$ cat config.mk
export PLATFORM = sky130hd
export DESIGN_NAME = butterfly_feeder_flat
export DESIGN_NICKNAME = d
export VERILOG_FILES = /design/src/rtl/butterfly_feeder_pkg.sv /design/src/rtl/butterfly_feeder_if.sv /design/src/rtl/butterfly_feeder_buf.sv /design/src/rtl/butterfly_feeder.sv /design/src/flat_wrapper.sv
export SDC_FILE = /design/constraint.sdc
export NUM_CORES = 1
export LEC_CHECK = 0
export BUFFER_PORTS_ARGS = -buffer_cell sky130_fd_sc_hd__buf_2
export CAP_MARGIN = 20
export CORE_MARGIN = 2
export CORE_UTILIZATION = 60
export DETAILED_ROUTE_END_ITERATION = 8
export PLACE_DENSITY = 0.82
export SETUP_SLACK_MARGIN = 0.02
export SLEW_MARGIN = 20
export SYNTH_ARGS = -nofsm -noshare
export SYNTH_HDL_FRONTEND = slang
export SYNTH_SLANG_ARGS = --single-unit
$ cat constraint.sdc
create_clock -name clk -period 7 [get_ports clk]
set_input_delay 1.05 -clock clk [delete_from_list [all_inputs] [get_ports clk]]
set_output_delay 1.05 -clock clk [all_outputs]
set_load 0.005 [all_outputs]
$ cat src/rtl/butterfly_feeder_pkg.sv
// Shared FFT types and helpers for the radix-2 DIF input commutator.
package butterfly_feeder_pkg;

    localparam int unsigned FFT_DATA_W = 16;

    typedef logic [FFT_DATA_W-1:0] FFT_DATA_SAMPLE;

    typedef struct packed {
        FFT_DATA_SAMPLE data;
        logic           valid;
    } FFT_DATA_BUS;

    // Frame phase is the counter MSB: first half buffers, second half pairs.
    typedef enum logic {
        PH_FILL = 1'b0,
        PH_PAIR = 1'b1
    } phase_e;

    function automatic int unsigned FFT_HALF(input int unsigned set);
        return 32'(1) << (set - 32'(1));
    endfunction

    // Address width for a buffer of the given depth; a single entry still gets one bit.
    function automatic int unsigned buf_addr_w(input int unsigned depth);
        return (depth > 32'(1)) ? $clog2(depth) : 32'(1);
    endfunction

endpackage

$ cat src/rtl/butterfly_feeder_if.sv
// Sample input and butterfly-pair output bundle of the commutator.
interface butterfly_feeder_if;
    import butterfly_feeder_pkg::*;

    FFT_DATA_BUS in;
    logic        in_sop;
    FFT_DATA_BUS up;
    FFT_DATA_BUS down;
    logic        sync_err;
    logic        fill;

    modport master (
        output in,
        output in_sop,
        input  up,
        input  down,
        input  sync_err,
        input  fill
    );

    modport slave (
        input  in,
        input  in_sop,
        output up,
        output down,
        output sync_err,
        output fill
    );

endinterface

$ cat src/rtl/butterfly_feeder_buf.sv
// First-half sample store: one synchronous write port, one combinational read port.
module feeder_buf
    import butterfly_feeder_pkg::*;
#(
    parameter int unsigned DEPTH = 8
) (
    input  logic                         clk,
    input  logic                         we_i,
    input  logic [buf_addr_w(DEPTH)-1:0] waddr_i,
    input  FFT_DATA_SAMPLE               wdata_i,
    input  logic [buf_addr_w(DEPTH)-1:0] raddr_i,
    output FFT_DATA_SAMPLE               rdata_o
);

    if (DEPTH == 1) begin : g_single
        FFT_DATA_SAMPLE mem_q;
        logic           unused_addr;

        // With one entry the addresses carry no information.
        assign unused_addr = ^{waddr_i, raddr_i};

        always_ff @(posedge clk) begin
            if (we_i) begin
                mem_q <= wdata_i;
            end
        end

        assign rdata_o = mem_q;
    end else begin : g_array
        FFT_DATA_SAMPLE mem_q [DEPTH];

        always_ff @(posedge clk) begin
            if (we_i) begin
                mem_q[waddr_i] <= wdata_i;
            end
        end

        assign rdata_o = mem_q[raddr_i];
    end

endmodule

$ cat src/rtl/butterfly_feeder.sv
// Radix-2 DIF input commutator: buffers the first half of each frame, then
// emits (x[k], x[k+N/2]) pairs alongside the second-half samples.
module butterfly_feeder
    import butterfly_feeder_pkg::*;
#(
    parameter int unsigned SET = 4
) (
    input  logic               clk,
    input  logic               rst,
    butterfly_feeder_if.slave  bus
);

    localparam int unsigned HALF = FFT_HALF(SET);
    localparam int unsigned AW   = buf_addr_w(HALF);

    logic [SET-1:0] cnt_q, cnt_d;
    FFT_DATA_BUS    up_q, up_d;
    FFT_DATA_BUS    down_q, down_d;
    logic           sync_err_q, sync_err_d;

    logic [AW-1:0]  addr_c;
    logic [AW-1:0]  wr_addr_c;
    logic           wr_en_c;
    FFT_DATA_SAMPLE rd_data_c;
    phase_e         phase_c;

    // Buffer index is the counter without its phase bit.
    if (SET > 1) begin : g_addr
        assign addr_c = cnt_q[AW-1:0];
    end else begin : g_addr_single
        assign addr_c = '0;
    end

    assign phase_c = phase_e'(cnt_q[SET-1]);

    always_ff @(posedge clk) begin
        if (rst) begin
            cnt_q      <= '0;
            up_q       <= '0;
            down_q     <= '0;
            sync_err_q <= 1'b0;
        end else begin
            cnt_q      <= cnt_d;
            up_q       <= up_d;
            down_q     <= down_d;
            sync_err_q <= sync_err_d;
        end
    end

    // Outputs default to all-zero so idle cycles present quiet data to the butterfly.
    always_comb begin
        cnt_d      = cnt_q;
        up_d       = '0;
        down_d     = '0;
        sync_err_d = 1'b0;
        wr_en_c    = 1'b0;
        wr_addr_c  = addr_c;

        if (bus.in.valid) begin
            if (bus.in_sop && (cnt_q != '0)) begin
                // Early start-of-frame: restart with this sample as x[0].
                sync_err_d = 1'b1;
                wr_en_c    = 1'b1;
                wr_addr_c  = '0;
                cnt_d      = SET'(1);
            end else if (phase_c == PH_FILL) begin
                wr_en_c = 1'b1;
                cnt_d   = cnt_q + SET'(1);
            end else begin
                up_d.data    = rd_data_c;
                up_d.valid   = 1'b1;
                down_d.data  = bus.in.data;
                down_d.valid = 1'b1;
                cnt_d        = cnt_q + SET'(1);
            end
        end
    end

    feeder_buf #(
        .DEPTH (HALF)
    ) u_buf (
        .clk     (clk),
        .we_i    (wr_en_c),
        .waddr_i (wr_addr_c),
        .wdata_i (bus.in.data),
        .raddr_i (addr_c),
        .rdata_o (rd_data_c)
    );

    assign bus.up       = up_q;
    assign bus.down     = down_q;
    assign bus.sync_err = sync_err_q;
    assign bus.fill     = ~cnt_q[SET-1];

endmodule

$ cat src/flat_wrapper.sv
// flat-port wrapper written by rule: the top's interface ports become plain ports
module butterfly_feeder_flat import butterfly_feeder_pkg::*;
#(
    parameter int unsigned SET = 4
)
  (clk, rst, bus_in, bus_in_sop, bus_up, bus_down, bus_sync_err, bus_fill);
  butterfly_feeder_if bus_i ();
  input  logic clk;
  input  logic rst;
  input wire logic [$bits(bus_i.in)-1:0] bus_in;
  input wire logic [$bits(bus_i.in_sop)-1:0] bus_in_sop;
  output wire logic [$bits(bus_i.up)-1:0] bus_up;
  output wire logic [$bits(bus_i.down)-1:0] bus_down;
  output wire logic [$bits(bus_i.sync_err)-1:0] bus_sync_err;
  output wire logic [$bits(bus_i.fill)-1:0] bus_fill;
  assign bus_i.in = bus_in;
  assign bus_i.in_sop = bus_in_sop;
  assign bus_up = bus_i.up;
  assign bus_down = bus_i.down;
  assign bus_sync_err = bus_i.sync_err;
  assign bus_fill = bus_i.fill;
  butterfly_feeder #(.SET(SET)) u_core (.clk(clk), .rst(rst), .bus(bus_i));
endmodule
==> summary.txt <==
PwrDens: 289 nW/um^2
path depth of the worst reg2reg path: 7
1st-iter DRT viols: 198
first-pass GRT wire length: 17700 um
area grow syn2layout: 15.7%
final WL: 11400 um
most common cell in the netlist: edfxtp_1
worst-margin pin slew: 1.01 ns
Clock Latency Late Sink: 0.53 ns
Placeable Area: 9860 um^2
main flop type after synthesis: edfxtp_1
Final Hold Slack: 0.599 ns
Ys Warns: 0
Simple-Gate Fraction of Synth Area: 7.33%
vias: 3341
Reg-to-Reg End: u_core.u_buf.g_array.mem_q[6][8]$_DFFE_PP_
CP required: 7.20 ns
Clock Root Buffer: clkbuf_8
# IOs: 56
# rows: 36
register area share after synthesis: 75.0%
postcts setup bufs: 0
Buf/Inv on CP: 3
# fillers: 614
synth cell count leaders: 128 x edfxtp_1, 48 x mux2_2, 38 x dfxtp_1
Crit Path Max Fanout: 86
Synth area leader: edfxtp_1
Post-synth EDFFs: 128
total grt overflow: 0
clk sink count: 166
Max Slew Vio Count: 0
mapped cell area: 6140 um^2
ranking of synthesized cells by area: edfxtp_1 63%, dfxtp_1 12%, mux2_2 8.8%
# nets final: 458
Yosys reg bits: 166
Worst path depth: 7
Synth top area share: 62.6%
layout cell share with drive strength beyond 1: 34.1%
Crit path top cell by count: buf_4
Lkg Pwr: 0.00250 uW
CTS tree: yes
initial antenna violation count: 0
CTS Hold Bufs: 0
worst hold path type: reg -> reg
ANT cells: 0
WL/cell: 19.5 um
area share of fa/ha/maj cells after synthesis: 0.407%
Worst Hold End: u_core.bus.up[15]$_SDFF_PP0_
post-detailed-route count of antenna-violating nets: 0
hold path start: u_core.u_buf.g_array.mem_q[6][14]$_DFFE_PP_
Final Util: 72.0%
syn_area_per_cell: 16.4 um^2
period utilization: 37.8%
Post-Syn Instances: 375
final setup margin: 4.35 ns
Critical-path top delay cell: buf_4
Crit. End Element: flop
maximum buffer depth of the clock tree: 2
post-synthesis compound-gate area fraction: 5.73%
clock period minus final worst setup slack: 2.65 ns
Clk pin slew, worst setup/hold paths: 0.06 ns
dpl ws: 4.35 ns
share of flip-flops with an asynchronous set or reset: 0%
Die ar.: 11100 um^2
vias per cell: 5.74
first-pass detailed-route iteration total: 6
post-CTS sizing: 0
Synth Area in XOR/XNOR: 0.285%
Multi-input gate area: 1410 um^2
Post-Syn Nets: 397
cts bufs inserted: 17
final setup vio count: 0
Final Hold Viols: 0
critical path cell sequence: buf_4 -> inv_2 -> ha_1 -> or3b_4 -> a22oi_2 -> nor3b_2 -> buf_4
vias in the first global route: 3336
slew margin rel.: 32.5%
RSZ-0062 raised after global routing: no
kind of cell adding the most delay to the critical path: buffers and inverters
peak supply drop: 188 uV
Max H-tree Level: 4
Max Cap Viol: 0
IO buf count: 55
Initial Utilization: 62.3%
largest family of logic cells by synthesized area: multiplexers
Placer Congestion: 0.791
die height: 105 um
outcome: complete, no violations
CP max stage delay: 0.73 ns
die width: 105 um
Fmax: 0.378 GHz
DRC viols: 0
pin count of the biggest net entering global routing: 87
Storage cell area: 4610 um^2
Startpoint Class: flop
number of distinct library cells after synthesis: 38
slack of the worst reg-to-reg path: 4.35 ns
mux contribution to synthesized area: 8.96%
clock skew: 0.00929 ns
Final HPWL DP: 6150 um
Crit path arrival time: 2.85 ns
critical path class: reg -> reg
All-Layer GR Usage: 22.0%
Fin Setup TNS: 0 ns
hold path depth: 2
worst r2r src: u_core.cnt_q[1]$_SDFFE_PP0P_
## how the worst max path moves through the flow
| stage | slack, ns | endpoint | startpoint |
|---|---|---|---|
| floorplan | 3.90 | u_core.u_buf.g_array.mem_q[0][0]$_DFFE_PP_ | bus_in[0] |
| finish | 4.35 | u_core.u_buf.g_array.mem_q[6][8]$_DFFE_PP_ | u_core.cnt_q[1]$_SDFFE_PP0P_ |
| CTS | 4.34 | u_core.u_buf.g_array.mem_q[6][8]$_DFFE_PP_ | u_core.cnt_q[1]$_SDFFE_PP0P_ |
| global route | 4.15 | u_core.u_buf.g_array.mem_q[0][8]$_DFFE_PP_ | u_core.cnt_q[1]$_SDFFE_PP0P_ |
| global placement | 4.45 | u_core.u_buf.g_array.mem_q[6][13]$_DFFE_PP_ | u_core.cnt_q[1]$_SDFFE_PP0P_ |
| detailed placement | 4.35 | u_core.bus.up[5]$_SDFF_PP0_ | bus_in[0] |
## layer usage
metal / GRT usage [%] / share of wire, % / vias to the layer above
met4: 10.2 / 1.8 / 0
met5: 0 / 0 / -
met3: 6.80 / 7.6 / 22
met1: 28.8 / 41 / 1646
li1: - / - / 1547
met2: 33.8 / 49 / 126
## sequential cells by signal, indices dropped and copies added (netlist names)
signal                      flops
u_core.bus.sync_err             1
u_core.u_buf.g_array.mem_q    128
u_core.cnt_q                    4
u_core.bus.down                16
u_core.bus.up                  17
## final cells by class
| cell class | count | share of cell area, % |
|---|---|---|
| clock buffer | 22 | 6.66 |
| sequential | 166 | 64.8 |
| timing repair buffer | 64 | 4.82 |
| tap | 133 | 2.34 |
| clock inverter | 10 | 1.36 |
| inverter | 3 | 0.158 |
| multi-input combinational | 184 | 19.8 |
## worst reg2reg max path, stage by stage (launching register included)
cell,delay [ns]
dfxtp_2,0.31
buf_4,0.73
inv_2,0.12
ha_1,0.25
or3b_4,0.27
a22oi_2,0.11
nor3b_2,0.21
buf_4,0.32
## cells by family after synthesis
logic type	Yosys count
AND/OR/NAND/NOR	77
flip-flops	166
XOR/XNOR	2
adder cells (fa/ha/maj)	2
AO/OA/AOI/OAI	54
buffers and inverters	25
multiplexers	49
## stage by stage
stage                     instance area (um^2)  total power [uW]  instances
after floorplan                           6140              1170        375
after global placement                    6540              1200        550
after detailed placement                  6540              1210        550
after CTS                                 7110              2070        582
after global routing                      7110              2120        582
final                                     7110              2050        582
## power breakdown
| part | total, uW | leakage [uW] | switching (uW) | internal, uW |
|---|---|---|---|---|
| Clock | 869 | 0.000271 | 358 | 510 |
| Sequential | 1080 | 0.00147 | 4.86 | 1080 |
| Combinational | 102 | 0.000762 | 61.7 | 40.4 |
| Total | 2050 | 0.00250 | 425 | 1630 |
## placed cells by master (no fill, tap or decap), types with 2 or more instances in the layout
cell type     n
edfxtp_1    128
buf_2        55
mux2_2       48
dfxtp_1      37
nor3_1       17
nor2b_1      16
a211oi_1     16
o22ai_1      16
and2_1       16
clkbuf_16    16
o21ai_0      15
nor2_1        9
buf_4         9
clkbuf_8      5
nand2b_1      4
nand2_1       4
nor3b_2       4
clkinv_4      3
clkinvlp_4    3
inv_1         2
nand3_1       2
ha_1          2
(Power assumes the default switching activity.)
